--- config.mk ---
export PLATFORM = sky130hd
export DESIGN_NAME = mc_controller
export DESIGN_NICKNAME = d
export VERILOG_FILES = /design/src/rtl/mc_pkg.sv /design/src/rtl/aludec.sv /design/src/rtl/mc_mainfsm.sv /design/src/rtl/mc_controller.sv
export SDC_FILE = /design/constraint.sdc
export NUM_CORES = 1
export LEC_CHECK = 0
export BUFFER_PORTS_ARGS = -buffer_cell sky130_fd_sc_hd__buf_4
export CORE_UTILIZATION = 37
export DETAILED_ROUTE_END_ITERATION = 6
export GPL_TIMING_DRIVEN = 0
export PLACE_DENSITY = 0.73
export SYNTH_ARGS = -nofsm -noshare
export SYNTH_HDL_FRONTEND = slang
export SYNTH_SLANG_ARGS = --single-unit
--- constraint.sdc ---
create_clock -name clk -period 1.07 [get_ports clk]
set_input_delay 0.214 -clock clk [delete_from_list [all_inputs] [get_ports clk]]
set_output_delay 0.214 -clock clk [all_outputs]
set_load 0.05 [all_outputs]
--- src/rtl/mc_pkg.sv ---
// ============================================================================
// mc_pkg -- state, opcode, mux-select and ALU encodings for mc_controller. rev 1.0
// ============================================================================
`default_nettype none

package mc_pkg;

  typedef enum logic [3:0] {
    FETCH    = 4'd0,
    DECODE   = 4'd1,
    MEMADR   = 4'd2,
    MEMRD    = 4'd3,
    MEMWB    = 4'd4,
    MEMWR    = 4'd5,
    EXECUTE  = 4'd6,
    ALUWB    = 4'd7,
    BRANCH   = 4'd8,
    ADDIEXEC = 4'd9,
    ADDIWB   = 4'd10,
    JUMP     = 4'd11,
    BNE      = 4'd12
  } statetype;

  localparam logic [5:0] OP_LW    = 6'b100011;
  localparam logic [5:0] OP_SW    = 6'b101011;
  localparam logic [5:0] OP_RTYPE = 6'b000000;
  localparam logic [5:0] OP_BEQ   = 6'b000100;
  localparam logic [5:0] OP_ADDI  = 6'b001000;
  localparam logic [5:0] OP_J     = 6'b000010;
  localparam logic [5:0] OP_BNE   = 6'b000101;

  localparam logic [1:0] SRCB_REG   = 2'b00;
  localparam logic [1:0] SRCB_FOUR  = 2'b01;
  localparam logic [1:0] SRCB_IMM   = 2'b10;
  localparam logic [1:0] SRCB_IMMSH = 2'b11;

  localparam logic [1:0] PCSRC_ALU    = 2'b00;
  localparam logic [1:0] PCSRC_ALUOUT = 2'b01;
  localparam logic [1:0] PCSRC_JUMP   = 2'b10;

  localparam logic [1:0] ALUOP_ADD   = 2'b00;
  localparam logic [1:0] ALUOP_SUB   = 2'b01;
  localparam logic [1:0] ALUOP_FUNCT = 2'b10;
  localparam logic [1:0] ALUOP_OP    = 2'b11;

  localparam logic [4:0] ALU_AND = 5'b00000;
  localparam logic [4:0] ALU_OR  = 5'b00001;
  localparam logic [4:0] ALU_ADD = 5'b00010;
  localparam logic [4:0] ALU_SUB = 5'b00110;
  localparam logic [4:0] ALU_SLT = 5'b00111;

endpackage

`default_nettype wire

--- src/rtl/aludec.sv ---
// ============================================================================
// aludec -- ALU control decode from aluop, R-type funct and immediate opcode. rev 1.0
// ============================================================================
`default_nettype none

module aludec
  import mc_pkg::*;
(
  input  logic [5:0] op,
  input  logic [5:0] funct,
  input  logic [1:0] aluop,
  output logic [4:0] alucontrol
);

  always_comb begin
    alucontrol = ALU_ADD;
    case (aluop)
      ALUOP_ADD: alucontrol = ALU_ADD;
      ALUOP_SUB: alucontrol = ALU_SUB;
      ALUOP_FUNCT: begin
        case (funct)
          6'b100000: alucontrol = ALU_ADD;
          6'b100010: alucontrol = ALU_SUB;
          6'b100100: alucontrol = ALU_AND;
          6'b100101: alucontrol = ALU_OR;
          6'b101010: alucontrol = ALU_SLT;
          default:   alucontrol = ALU_ADD;
        endcase
      end
      // Immediate logic ops decode straight from the opcode.
      ALUOP_OP: begin
        case (op)
          6'b001100: alucontrol = ALU_AND;
          6'b001101: alucontrol = ALU_OR;
          6'b001010: alucontrol = ALU_SLT;
          default:   alucontrol = ALU_ADD;
        endcase
      end
      default: alucontrol = ALU_ADD;
    endcase
  end

endmodule

`default_nettype wire

--- src/rtl/mc_mainfsm.sv ---
// ============================================================================
// mc_mainfsm -- Moore sequencer for the multicycle datapath (MC_BNE_EN adds BNE). rev 1.0
// ============================================================================
`default_nettype none

module mc_mainfsm
  import mc_pkg::*;
#(
  parameter int STATE_W = 4
) (
  input  logic       clk,
  input  logic       reset,
  input  logic [5:0] op,
  output logic       iord,
  output logic       memwrite,
  output logic       irwrite,
  output logic       regdst,
  output logic       memtoreg,
  output logic       regwrite,
  output logic       alusrca,
  output logic [1:0] alusrcb,
  output logic [1:0] pcsrc,
  output logic [1:0] aluop,
  output logic       branch,
  output logic       branchne,
  output logic       pcwrite,
  output logic       legal
);

  logic [STATE_W-1:0] state_q;
  logic [STATE_W-1:0] state_d;

  always_ff @(posedge clk or posedge reset) begin
    if (reset) state_q <= FETCH;
    else       state_q <= state_d;
  end

  always_comb begin
    state_d  = FETCH;
    iord     = 1'b0;
    memwrite = 1'b0;
    irwrite  = 1'b0;
    regdst   = 1'b0;
    memtoreg = 1'b0;
    regwrite = 1'b0;
    alusrca  = 1'b0;
    alusrcb  = SRCB_REG;
    pcsrc    = PCSRC_ALU;
    aluop    = ALUOP_ADD;
    branch   = 1'b0;
    branchne = 1'b0;
    pcwrite  = 1'b0;
    legal    = 1'b1;
    case (state_q)
      FETCH: begin
        alusrcb = SRCB_FOUR;
        irwrite = 1'b1;
        pcwrite = 1'b1;
        state_d = DECODE;
      end
      DECODE: begin
        alusrcb = SRCB_IMMSH;
        case (op)
          OP_LW, OP_SW: state_d = MEMADR;
          OP_RTYPE:     state_d = EXECUTE;
          OP_BEQ:       state_d = BRANCH;
          OP_ADDI:      state_d = ADDIEXEC;
          OP_J:         state_d = JUMP;
`ifdef MC_BNE_EN
          OP_BNE:       state_d = BNE;
`endif
          default:      state_d = FETCH;
        endcase
      end
      MEMADR: begin
        alusrca = 1'b1;
        alusrcb = SRCB_IMM;
        state_d = (op == OP_LW) ? MEMRD : MEMWR;
      end
      MEMRD: begin
        iord    = 1'b1;
        state_d = MEMWB;
      end
      MEMWB: begin
        memtoreg = 1'b1;
        regwrite = 1'b1;
      end
      MEMWR: begin
        iord     = 1'b1;
        memwrite = 1'b1;
      end
      EXECUTE: begin
        alusrca = 1'b1;
        aluop   = ALUOP_FUNCT;
        state_d = ALUWB;
      end
      ALUWB: begin
        regdst   = 1'b1;
        regwrite = 1'b1;
      end
      BRANCH: begin
        alusrca = 1'b1;
        aluop   = ALUOP_SUB;
        pcsrc   = PCSRC_ALUOUT;
        branch  = 1'b1;
      end
      ADDIEXEC: begin
        alusrca = 1'b1;
        alusrcb = SRCB_IMM;
        state_d = ADDIWB;
      end
      ADDIWB: begin
        regwrite = 1'b1;
      end
      JUMP: begin
        pcsrc   = PCSRC_JUMP;
        pcwrite = 1'b1;
      end
`ifdef MC_BNE_EN
      // Same datapath as BRANCH; only the sense of zero used for pcen flips.
      BNE: begin
        alusrca  = 1'b1;
        aluop    = ALUOP_SUB;
        pcsrc    = PCSRC_ALUOUT;
        branchne = 1'b1;
      end
`endif
      default: begin
        legal   = 1'b0;
        state_d = FETCH;
      end
    endcase
  end

endmodule

`default_nettype wire

--- src/rtl/mc_controller.sv ---
// ============================================================================
// mc_controller -- multicycle MIPS control unit; define MC_BNE_EN to add bne. rev 1.0
// ============================================================================
`default_nettype none

module mc_controller
  import mc_pkg::*;
#(
  parameter int STATE_W = 4
) (
  input  logic       clk,
  input  logic       reset,
  input  logic [5:0] op,
  input  logic [5:0] funct,
  input  logic       zero,
  output logic       iord,
  output logic       memwrite,
  output logic       irwrite,
  output logic       regdst,
  output logic       memtoreg,
  output logic       regwrite,
  output logic       alusrca,
  output logic [1:0] alusrcb,
  output logic [1:0] pcsrc,
  output logic       pcen,
  output logic [4:0] alucontrol
);

  logic       fsm_memwrite;
  logic       fsm_irwrite;
  logic       fsm_regwrite;
  logic [1:0] aluop;
  logic       branch;
  logic       branchne;
  logic       pcwrite;
  logic       legal;
  logic [4:0] dec_alucontrol;

  mc_mainfsm #(
    .STATE_W (STATE_W)
  ) u_mainfsm (
    .clk      (clk),
    .reset    (reset),
    .op       (op),
    .iord     (iord),
    .memwrite (fsm_memwrite),
    .irwrite  (fsm_irwrite),
    .regdst   (regdst),
    .memtoreg (memtoreg),
    .regwrite (fsm_regwrite),
    .alusrca  (alusrca),
    .alusrcb  (alusrcb),
    .pcsrc    (pcsrc),
    .aluop    (aluop),
    .branch   (branch),
    .branchne (branchne),
    .pcwrite  (pcwrite),
    .legal    (legal)
  );

  aludec u_aludec (
    .op         (op),
    .funct      (funct),
    .aluop      (aluop),
    .alucontrol (dec_alucontrol)
  );

  // Architectural writes are held off for the whole reset pulse, not just the edge.
  assign irwrite    = fsm_irwrite  & ~reset;
  assign regwrite   = fsm_regwrite & ~reset;
  assign memwrite   = fsm_memwrite & ~reset;
  assign pcen       = ~reset & (pcwrite | (branch & zero) | (branchne & ~zero));
  assign alucontrol = legal ? dec_alucontrol : 5'b00000;

endmodule

`default_nettype wire

==> results by group, run 1 <==
Logic synthesis
  – Mapped cell area: 527 um^2
  – Syn_area_per_cell: 7.12 um^2
  – Synth cell types: 33
  – Ranking of synthesized cells by area: dfrtp_1 19%, nor3_1 6.7%, nand3_1 5.7%
  – Synth Register Bits: 4
  – Seq/Total Area, Yosys: 0.190
  – Top cell type's share of synthesized area: 0.190
  – Cell taking the most area after synthesis: dfrtp_1
  – Yosys warnings: 0
  – Gate count of the mapped netlist: 74

Clock network
  – Clock Path Buffers: 2
  – Inserted Clock Buffers: 3
  – Clock root cell: clkbuf_4
  – CTS Hold Bufs: 1
  – Clock sink total: 4
  – PostCTS Resize Cnt: 38
  – Post-CTS setup repair buffer count: 16
  – H-tree levels: 1

Floorplan
  – Initial Util: 0.400
  – I/O pin total: 32
  – Site row count: 13
  – Chip width: 39.7 um
  – Die height: 39.7 um

Placement
  – GPL Wtd Cong: 0.804
  – Number of port buffers: 29
  – Hpwl dp: 1380 um
  – Dpl cells: 119

Run status
  – Stop err: [ERROR DPL-0038] Utilization greater than 100%, impossible to legalize
  – Halt Stage: 4_1_cts
  – Status: aborted with a tool error
[cell families after synthesis]
kind of cell           Yosys count  synth area share
AND/OR/NAND/NOR                 41             0.461
AO/OA/AOI/OAI                   15             0.197
buffers and inverters           10            0.0950
flip-flops                       4             0.190
XOR/XNOR                         3            0.0499
other                            1           0.00712
[Yosys cell counts, drive strengths merged]
master and count:
buf 6, o21bai 1, a41oi 1, a21oi 3, nor4bb 2, o21ai 3, nand2b 4, nand4 3
nor3 7, nand3 6, and2 1, a211oi 2, o211ai 1, inv 4, nand2 4, xnor2 1
conb 1, or2 1, o2111ai 1, and2b 1, nor2 5, nor4b 2, nor3b 2, xor2 2
a31oi 1, dfrtp 4, nor2b 1, nand4bb 1, a221oi 1, o22ai 1, or3b 1
[through the flow]
| stage | worst slack (ns) | instance area [um^2] | TNS, ns |
|---|---|---|---|
| after detailed placement | -0.511 | 1060 | -4.80 |
| after global placement | -0.481 | 1060 | -4.40 |
| after floorplan | -0.463 | 820 | -4.07 |
==> inputs of run 2 (changes only) <==
--- a/config.mk
+++ b/config.mk
@@ -6,10 +6,11 @@
 export NUM_CORES = 1
 export LEC_CHECK = 0
 export BUFFER_PORTS_ARGS = -buffer_cell sky130_fd_sc_hd__buf_4
-export CORE_UTILIZATION = 37
+export CORE_AREA = 2 2 63 65
 export DETAILED_ROUTE_END_ITERATION = 6
+export DIE_AREA = 0 0 65 67
 export GPL_TIMING_DRIVEN = 0
-export PLACE_DENSITY = 0.73
+export PLACE_DENSITY_LB_ADDON = 0.15
 export SYNTH_ARGS = -nofsm -noshare
 export SYNTH_HDL_FRONTEND = slang
 export SYNTH_SLANG_ARGS = --single-unit
==> constraint.sdc (replaced) <==
create_clock -name clk -period 1.4 [get_ports clk]
set_input_delay 0.28 -clock clk [delete_from_list [all_inputs] [get_ports clk]]
set_output_delay 0.28 -clock clk [all_outputs]
set_load 0.05 [all_outputs]
==> results by group, run 2 <==
Run status
  – Status: finished, violations left
  – Failing checks: negative setup slack

Global routing
  – Vias in the first global route: 781
  – GRT Total Usage: 0.104
  – Global-route wire length before repair: 3460 um
  – Largest net degree at the start of global routing: 11
  – Initial antenna violation count: 0
  – Total gr overflow: 0

Finish
  – Area growth syn-to-layout: 177%
  – Max reg flops: 4
  – Fillers: 351
  – Share of layout cells above drive strength 1: 0.754
  – Finished Layout Cells: 174
  – Post-route cell area: 1460 um^2
  – Leading registers by flop count: u_mainfsm.state_q (4)
  – Post-layout net count: 142
  – Ant. Diodes: 0
  – Biggest register: u_mainfsm.state_q
  – Most frequent cells in the layout: 26 x buf_4, 20 x buf_6, 6 x buf_12
  – Commonest non-fill, non-tap cell in the layout: buf_4

Placement
  – Number of port buffers: 29
  – Hpwl dp: 1520 um
  – Dpl cells: 152
  – GPL Wtd Cong: 0.838
  – Placed Area: 1050 um^2

Run
  – Max-cap check violation count: 0

Worst setup path
  – Worst EP required: 1.12 ns
  – Reg-to-Reg Start: u_mainfsm.state_q[1]
  – Worst path slowest cell: dfrtp_2
  – Crit start category: register
  – CP max stage delay: 0.43 ns
  – Crit Path Class: register to output pin
  – Arr. time, crit path: 1.38 ns
  – CP Capture Type: output pin
  – Crit path launch: u_mainfsm.state_q[1]
  – Reg2reg path depth: 4
  – CP Max Fanout: 4
  – Cells along the critical path: buf_6, nand2b_4, or2_4, a21oi_4, buf_6
  – Most frequent CP cell: buf_6

Timing
  – RSZ-0062 raised after global routing: true
  – Fmax: 602 MHz
  – Final hold violations: 0
  – Final min period: 1.66 ns
  – Final Setup Violations: 15
  – Crit share post-route: 1.19
  – Final WS setup: -0.262 ns
  – Clock Skew: 0.00344 ns
  – Pins Over Slew Limit: 0

Logic synthesis
  – Ranking of synthesized cells by area: dfrtp_1 19%, nor3_1 6.7%, nand3_1 5.7%
  – Asr flop ratio synth: 1.00
  – Main synth FF type: dfrtp_1
  – Number of synthesized flops with an enable pin: 0
  – Synth Register Bits: 4
  – Mapped cell area: 527 um^2
  – Top cells by count, synth: 7 x nor3_1, 6 x nand3_1, 5 x nor2_1
  – Synth cell types: 33
  – Seq/Total Area, Yosys: 0.190
  – Top cell type's share of synthesized area: 0.190
  – Cell taking the most area after synthesis: dfrtp_1
  – Syn_area_per_cell: 7.12 um^2
  – Yosys warnings: 0
  – Gate count of the mapped netlist: 74
  – Most frequent cell after synthesis: nor3_1

Drt
  – Post-DRT Antenna Nets: 0
  – Vias per cell: 4.25
  – DRT Pass-1 Iters: 3
  – DRC viols: 0
  – 1st-iter DRT viols: 18
  – Via count: 740
  – Routed WL: 2080 um
  – WL per Instance: 11.9 um

Floorplan
  – Die area: 4360 um^2
  – Initial Util: 0.146
  – Die height: 67 um
  – Core area: 3610 um^2
  – Site row count: 22
  – I/O pin total: 32
  – Chip width: 65 um

Power and ir drop
  – Pwr dens: 1360 nW/um^2
  – Peak supply drop: 388 uV
  – Pwr Total: 1.98 mW
  – Static Leakage: 0.550 nW

Clock network
  – Latest clock arrival within the worst-skew pair: 0.22 ns
  – CTS tree: built
  – Clk pin slew, worst setup/hold paths: 0.03 ns
  – Inserted Clock Buffers: 3
  – Clock root cell: clkbuf_8
  – Clock sink total: 4
  – Clock Path Buffers: 2
  – H-tree levels: 1

Hold path
  – HP Class: input port to async pin
## run 2: cell counts after synthesis
No cell type changed its count.
## run 2: critical path: cells and delay by family, from the launching register on
kind / cells / cell delay (ns)
DFF: 1 / 0.43
and+or+nand+nor: 2 / 0.32
buffers and inverters: 2 / 0.29
AOI/OAI and AO/OA: 1 / 0.12
## run 2: cell type report
| type | instances | area [um^2] | share of cell area |
|---|---|---|---|
| plain buffers | 6 | 95.1 | 0.0651 |
| repair buffers | 47 | 460 | 0.315 |
| inverters | 4 | 32.5 | 0.0223 |
| flip-flops and latches | 4 | 104 | 0.0711 |
| well taps | 48 | 60.1 | 0.0411 |
| clock buffers | 4 | 45.0 | 0.0308 |
| multi-input cells | 61 | 664 | 0.455 |
## run 2: cell families (layout without fill, tap and decap cells)
family	count (synthesis)	after routing	synth area share
buffers and inverters	10	61	0.0950
AOI/OAI and AO/OA	15	15	0.197
DFF	4	4	0.190
other	1	2	0.00712
and+or+nand+nor	41	41	0.461
xor gates and xnor gates	3	3	0.0499
## run 2: what timing repair did
action / in CTS / in global routing
pin swaps: 7 / 4
endpoints found under the setup margin: 15 / 16
hold buffers: 0 / 0
gates cloned: 0 / 0
buffers inserted: 14 / 4
gates resized for setup: 42 / 7
## run 2: per-layer routing
| metal | global-route usage | wire length (um) |
|---|---|---|
| met5 | 0 | 0 |
| met4 | 0.0612 | 16 |
| met3 | 0.0118 | 40 |
| met2 | 0.187 | 1160 |
| met1 | 0.118 | 862 |
## run 2: report_power, final
part / total [mW] / leakage, nW / switching (mW) / internal, mW
Clock: 0.259 / 0.0228 / 0.0643 / 0.195
Sequential: 0.196 / 0.0488 / 0.0479 / 0.149
Combinational: 1.53 / 0.478 / 0.806 / 0.720
Total: 1.98 / 0.550 / 0.919 / 1.06
## run 2: worst paths after layout
check,end,slack [ns]
min in group clk,u_mainfsm.state_q[3],0.27
min reg2reg,u_mainfsm.state_q[0],0.74
max reg2reg,u_mainfsm.state_q[1],0.11
max,regwrite,-0.26
max in group asynchronous,u_mainfsm.state_q[0],1.22
min,u_mainfsm.state_q[3],0.01
## run 2: stage by stage
stage	hold slack [ns]	util	setup WS, ns	TNS (ns)
6_report	0.0139	0.405	-0.262	-2.79
5_1_grt	0.0240	0.405	-0.322	-3.42
4_1_cts	0.0134	0.381	-0.263	-2.66
3_5_place_dp	0.247	0.291	-0.303	-1.07
3_3_place_gp	0.244	0.291	-0.303	-1.07
2_1_floorplan	0.0460	-	-0.265	-0.862
(Power assumes the default switching activity.)
==> inputs of run 3 (changes only) <==
--- a/config.mk
+++ b/config.mk
@@ -6,6 +6,8 @@
 export NUM_CORES = 1
 export LEC_CHECK = 0
 export BUFFER_PORTS_ARGS = -buffer_cell sky130_fd_sc_hd__buf_4
+export CELL_PAD_IN_SITES_DETAIL_PLACEMENT = 0
+export CELL_PAD_IN_SITES_GLOBAL_PLACEMENT = 2
 export CORE_AREA = 2 2 63 65
 export DETAILED_ROUTE_END_ITERATION = 6
 export DIE_AREA = 0 0 65 67
==> results by group, run 3 (synthesized netlist as in run 2, its figures left out) <==
Timing
  – RSZ-0062 raised after global routing: true
  – Fmax: 592 MHz
  – Final hold violations: 0
  – Pins Over Slew Limit: 0
  – Final WS setup: -0.289 ns
  – Clock Skew: 0.00184 ns
  – Final min period: 1.69 ns
  – Crit share post-route: 1.21
  – Final Setup Violations: 17
  – Final hold slack: 0.0215 ns

Finish
  – Area growth syn-to-layout: 181%
  – Post-route cell area: 1480 um^2
  – Sequential cell area: 104 um^2
  – Area of the multi-input gates: 692 um^2
  – Commonest non-fill, non-tap cell in the layout: buf_4
  – Core Util, Final: 0.411
  – Fillers: 367
  – Post-layout net count: 142
  – Most frequent cells in the layout: 27 x buf_4, 18 x buf_6, 6 x nor3_4
  – Ant. Diodes: 0
  – Max reg flops: 4
  – Leading registers by flop count: u_mainfsm.state_q (4)
  – Biggest register: u_mainfsm.state_q
  – Share of layout cells above drive strength 1: 0.770

Worst setup path
  – CP Capture Type: output pin
  – Most frequent CP cell: buf_6
  – CP max stage delay: 0.40 ns
  – Arr. time, crit path: 1.41 ns
  – Worst path slowest cell: or3b_4
  – Reg-to-Reg Start: u_mainfsm.state_q[0]
  – Reg2reg end: u_mainfsm.state_q[2]
  – Cells along the critical path: buf_6, nand4bb_4, or3b_4, a211oi_4, buf_6
  – Reg2reg path depth: 5
  – Crit start category: input port
  – Worst EP required: 1.12 ns
  – R2R Setup Slk: -0.04 ns
  – Crit Path Class: input port to output pin
  – CP Max Fanout: 2

Drt
  – Vias per cell: 4.34
  – DRC viols: 0
  – DRT Pass-1 Iters: 2
  – WL per Instance: 13.1 um
  – Via count: 756
  – Post-DRT Antenna Nets: 0
  – 1st-iter DRT viols: 8
  – Routed WL: 2280 um

Power and ir drop
  – Int Pwr: 1.05 mW
  – Pwr dens: 1340 nW/um^2
  – Seq pwr share: 0.103
  – Net Sw Frac: 0.472
  – Peak supply drop: 276 uV
  – P_sw: 0.938 mW
  – Combinational share of power: 0.768
  – Pwr Total: 1.99 mW
  – Static Leakage: 0.566 nW
  – Clk network pwr share: 0.129

Global routing
  – Largest net degree at the start of global routing: 10
  – Met1 usage in global routing: 0.143
  – Global-route wire length before repair: 3950 um
  – GRT Total Usage: 0.116
  – Vias in the first global route: 835
  – Routing usage on met2: 0.210
  – Initial antenna violation count: 0
  – Gr busiest metal: met2
  – Total gr overflow: 0
  – Met3 usage: 0.0152

Clock network
  – Latest clock arrival within the worst-skew pair: 0.22 ns
  – H-tree levels: 1
  – Clock root cell: clkbuf_8
  – CTS Hold Bufs: 0
  – Clock sink total: 4
  – Clk pin slew, worst setup/hold paths: 0.03 ns
  – Clock Path Buffers: 2
  – CTS tree: built
  – Inserted Clock Buffers: 3

Floorplan
  – I/O pin total: 32
  – Die height: 67 um
  – Core area: 3610 um^2
  – Site row count: 22
  – Initial Util: 0.146
  – Die area: 4360 um^2
  – Chip width: 65 um

Placement
  – GPL Wtd Cong: 0.732
  – Number of port buffers: 29
  – Hpwl dp: 1580 um
  – Placed Area: 1050 um^2

Hold path
  – HP Class: input port to async pin

Run
  – Max-cap check violation count: 0

Run status
  – Failing checks: negative setup slack
  – Status: finished, violations left
==> run 3: cell counts in the layout (fill, tap and decap cells not counted) <==
Identical to the previous run, type by type.
==> run 3: through the flow <==
step,setup TNS (ns),setup WS [ns],instances
floorplan,-0.862,-0.265,75
global placement,-1.08,-0.315,152
detailed placement,-0.925,-0.328,152
CTS,-2.90,-0.278,172
global route,-4.23,-0.345,174
finish,-3.09,-0.289,174
==> run 3: area by class of cell <==
class | instances | share of cell area
Multi-Input combinational cell | 61 | 0.467
Inverter | 4 | 0.0203
Timing Repair Buffer | 47 | 0.307
Tap cell | 48 | 0.0405
Sequential cell | 4 | 0.0701
Buffer | 6 | 0.0642
Clock buffer | 4 | 0.0304
==> run 3: repair_timing <==
action	in CTS	in global routing
pin swaps	9	4
setup buffers	16	3
endpoints found under the setup margin	15	18
resized for setup	48	6
==> run 3: per-layer routing <==
metal  wire (um)  up-vias
met2        1250       14
li1            -      373
met1         954      369
met4           0        0
met3          74        0
met5           0        -
==> run 3: power by group through the flow <==
stage | Sequential (mW) | Clock [mW] | Combinational, mW
2_1_floorplan | 0.179 | 0 | 0.861
3_3_place_gp | 0.198 | 0 | 1.10
3_5_place_dp | 0.192 | 0 | 1.10
4_1_cts | 0.202 | 0.268 | 1.55
5_1_grt | 0.209 | 0.275 | 1.61
6_report | 0.205 | 0.257 | 1.53
==> run 3: worst max-delay path, delay by kind of cell <==
kind,cells,cell delay (ns)
buf+inv,2,0.28
simple gates,2,0.63
compound gates,1,0.22
==> run 3: worst max path at each step <==
stage / start / to
final: funct[4] / alucontrol[0]
after global routing: u_mainfsm.state_q[0] / pcen
after CTS: u_mainfsm.state_q[0] / regwrite
after detailed placement: funct[4] / alucontrol[0]
after global placement: funct[4] / alucontrol[0]
after floorplan: funct[4] / alucontrol[0]
==> inputs of run 4 (changes only) <==
--- a/config.mk
+++ b/config.mk
@@ -6,8 +6,8 @@
 export NUM_CORES = 1
 export LEC_CHECK = 0
 export BUFFER_PORTS_ARGS = -buffer_cell sky130_fd_sc_hd__buf_4
-export CELL_PAD_IN_SITES_DETAIL_PLACEMENT = 0
-export CELL_PAD_IN_SITES_GLOBAL_PLACEMENT = 2
+export CELL_PAD_IN_SITES_DETAIL_PLACEMENT = 1
+export CELL_PAD_IN_SITES_GLOBAL_PLACEMENT = 1
 export CORE_AREA = 2 2 63 65
 export DETAILED_ROUTE_END_ITERATION = 6
 export DIE_AREA = 0 0 65 67
==> results by group, run 4 (synthesized netlist as in run 2, its figures left out) <==
Run status
  – Status: finished, violations left
  – Failing checks: negative setup slack

Clock network
  – Clock sink total: 4
  – H-tree levels: 1
  – Latest clock arrival within the worst-skew pair: 0.22 ns
  – CTS Hold Bufs: 0
  – Inserted Clock Buffers: 3
  – Clk pin slew, worst setup/hold paths: 0.04 ns
  – Clock root cell: clkbuf_8
  – Clock Path Buffers: 2
  – CTS tree: built

Run
  – Max-cap check violation count: 0

Timing
  – Final hold slack: 0.0180 ns
  – Final min period: 1.69 ns
  – Crit share post-route: 1.21
  – Final hold violations: 0
  – Pins Over Slew Limit: 0
  – Clock Skew: 0.00530 ns
  – Final Setup Violations: 15
  – RSZ-0062 raised after global routing: true
  – Final WS setup: -0.293 ns
  – Fmax: 591 MHz

Power and ir drop
  – Pwr dens: 1370 nW/um^2
  – Peak supply drop: 320 uV
  – Static Leakage: 0.581 nW

Drt
  – Routed WL: 2660 um
  – DRT Pass-1 Iters: 3
  – Vias per cell: 4.46
  – 1st-iter DRT viols: 16
  – Post-DRT Antenna Nets: 0
  – DRC viols: 0
  – WL per Instance: 15.0 um
  – Via count: 790

Worst setup path
  – Worst EP required: 1.12 ns
  – Critical path depth: 4
  – Reg2reg path depth: 4
  – Largest delay share family, worst path: flip-flops
  – Worst path slowest cell: dfrtp_2
  – Crit Path Class: register to output pin
  – Reg-to-Reg Start: u_mainfsm.state_q[0]
  – Arr. time, crit path: 1.41 ns
  – CP Capture Type: output pin
  – Crit start category: register
  – Critical path buffers and inverters: 1
  – Reg2reg end: u_mainfsm.state_q[2]
  – CP max stage delay: 0.45 ns
  – CP Max Fanout: 4
  – Cells along the critical path: nand2b_4, or2_4, a21oi_4, buf_6
  – R2R Setup Slk: 0.07 ns

Global routing
  – Global-route wire length before repair: 4200 um
  – Initial antenna violation count: 0
  – GRT Total Usage: 0.128
  – Total gr overflow: 0
  – Vias in the first global route: 881
  – Largest net degree at the start of global routing: 9

Floorplan
  – Core area: 3610 um^2
  – I/O pin total: 32
  – Die height: 67 um
  – Die area: 4360 um^2
  – Chip width: 65 um
  – Initial Util: 0.146
  – Site row count: 22

Finish
  – Ant. Diodes: 0
  – Share of layout cells above drive strength 1: 0.767
  – Area growth syn-to-layout: 188%
  – Most frequent cells in the layout: 27 x buf_4, 22 x buf_6, 6 x nor3_4
  – Commonest non-fill, non-tap cell in the layout: buf_4
  – Max reg flops: 4
  – Post-layout net count: 145
  – Biggest register: u_mainfsm.state_q
  – Leading registers by flop count: u_mainfsm.state_q (4)

Placement
  – Hpwl dp: 1710 um
  – Number of port buffers: 29
  – GPL Wtd Cong: 0.735
  – Setup WS pre-CTS: -0.318 ns

Hold path
  – HP Class: input port to async pin
==> run 4: how the worst max path moves through the flow <==
stage                         start            end  slack [ns]
3_3_place_gp               funct[4]  alucontrol[0]       -0.31
5_1_grt        u_mainfsm.state_q[1]       regwrite       -0.33
3_5_place_dp               funct[4]  alucontrol[0]       -0.32
4_1_cts        u_mainfsm.state_q[0]           pcen       -0.28
2_1_floorplan              funct[4]  alucontrol[0]       -0.26
6_report       u_mainfsm.state_q[0]       regwrite       -0.29
==> run 4: cell type report <==
cell class | instances | area [um^2]
plain buffers | 6 | 95.1
clock buffers | 4 | 45.0
fillers | 400 | 2090
inverters | 4 | 30.0
multi-input cells | 61 | 688
well taps | 48 | 60.1
repair buffers | 50 | 493
flip-flops and latches | 4 | 104
==> run 4: what timing repair did <==
action | CTS | global route
gates resized for setup | 41 | 15
endpoints found under the setup margin | 15 | 17
buffers inserted | 17 | 3
pin swaps | 5 | 4
gates cloned | 1 | 0
==> run 4: metrics by stage <==
step	instances	utilization	power (mW)	TNS, ns	instance area (um^2)
6_report	177	0.420	2.07	-3.37	1520
5_1_grt	177	0.420	2.17	-3.96	1520
4_1_cts	174	0.389	1.94	-2.98	1400
3_5_place_dp	152	0.291	1.30	-1.10	1050
3_3_place_gp	152	0.291	1.30	-1.06	1050
2_1_floorplan	75	-	1.04	-0.862	773
==> run 4: per-layer routing <==
layer  track usage  share of wire  vias to the layer above
met4        0.0479         0.0045                        0
met1         0.141           0.40                      394
met2         0.247           0.57                       13
met5             0              0                        -
met3        0.0169          0.019                        2
li1              -              -                      381
==> run 4: power breakdown <==
part | switching [mW] | internal, mW | leakage, nW
combinational | 0.852 | 0.753 | 0.509
sequential | 0.0584 | 0.149 | 0.0488
clock | 0.0655 | 0.195 | 0.0228
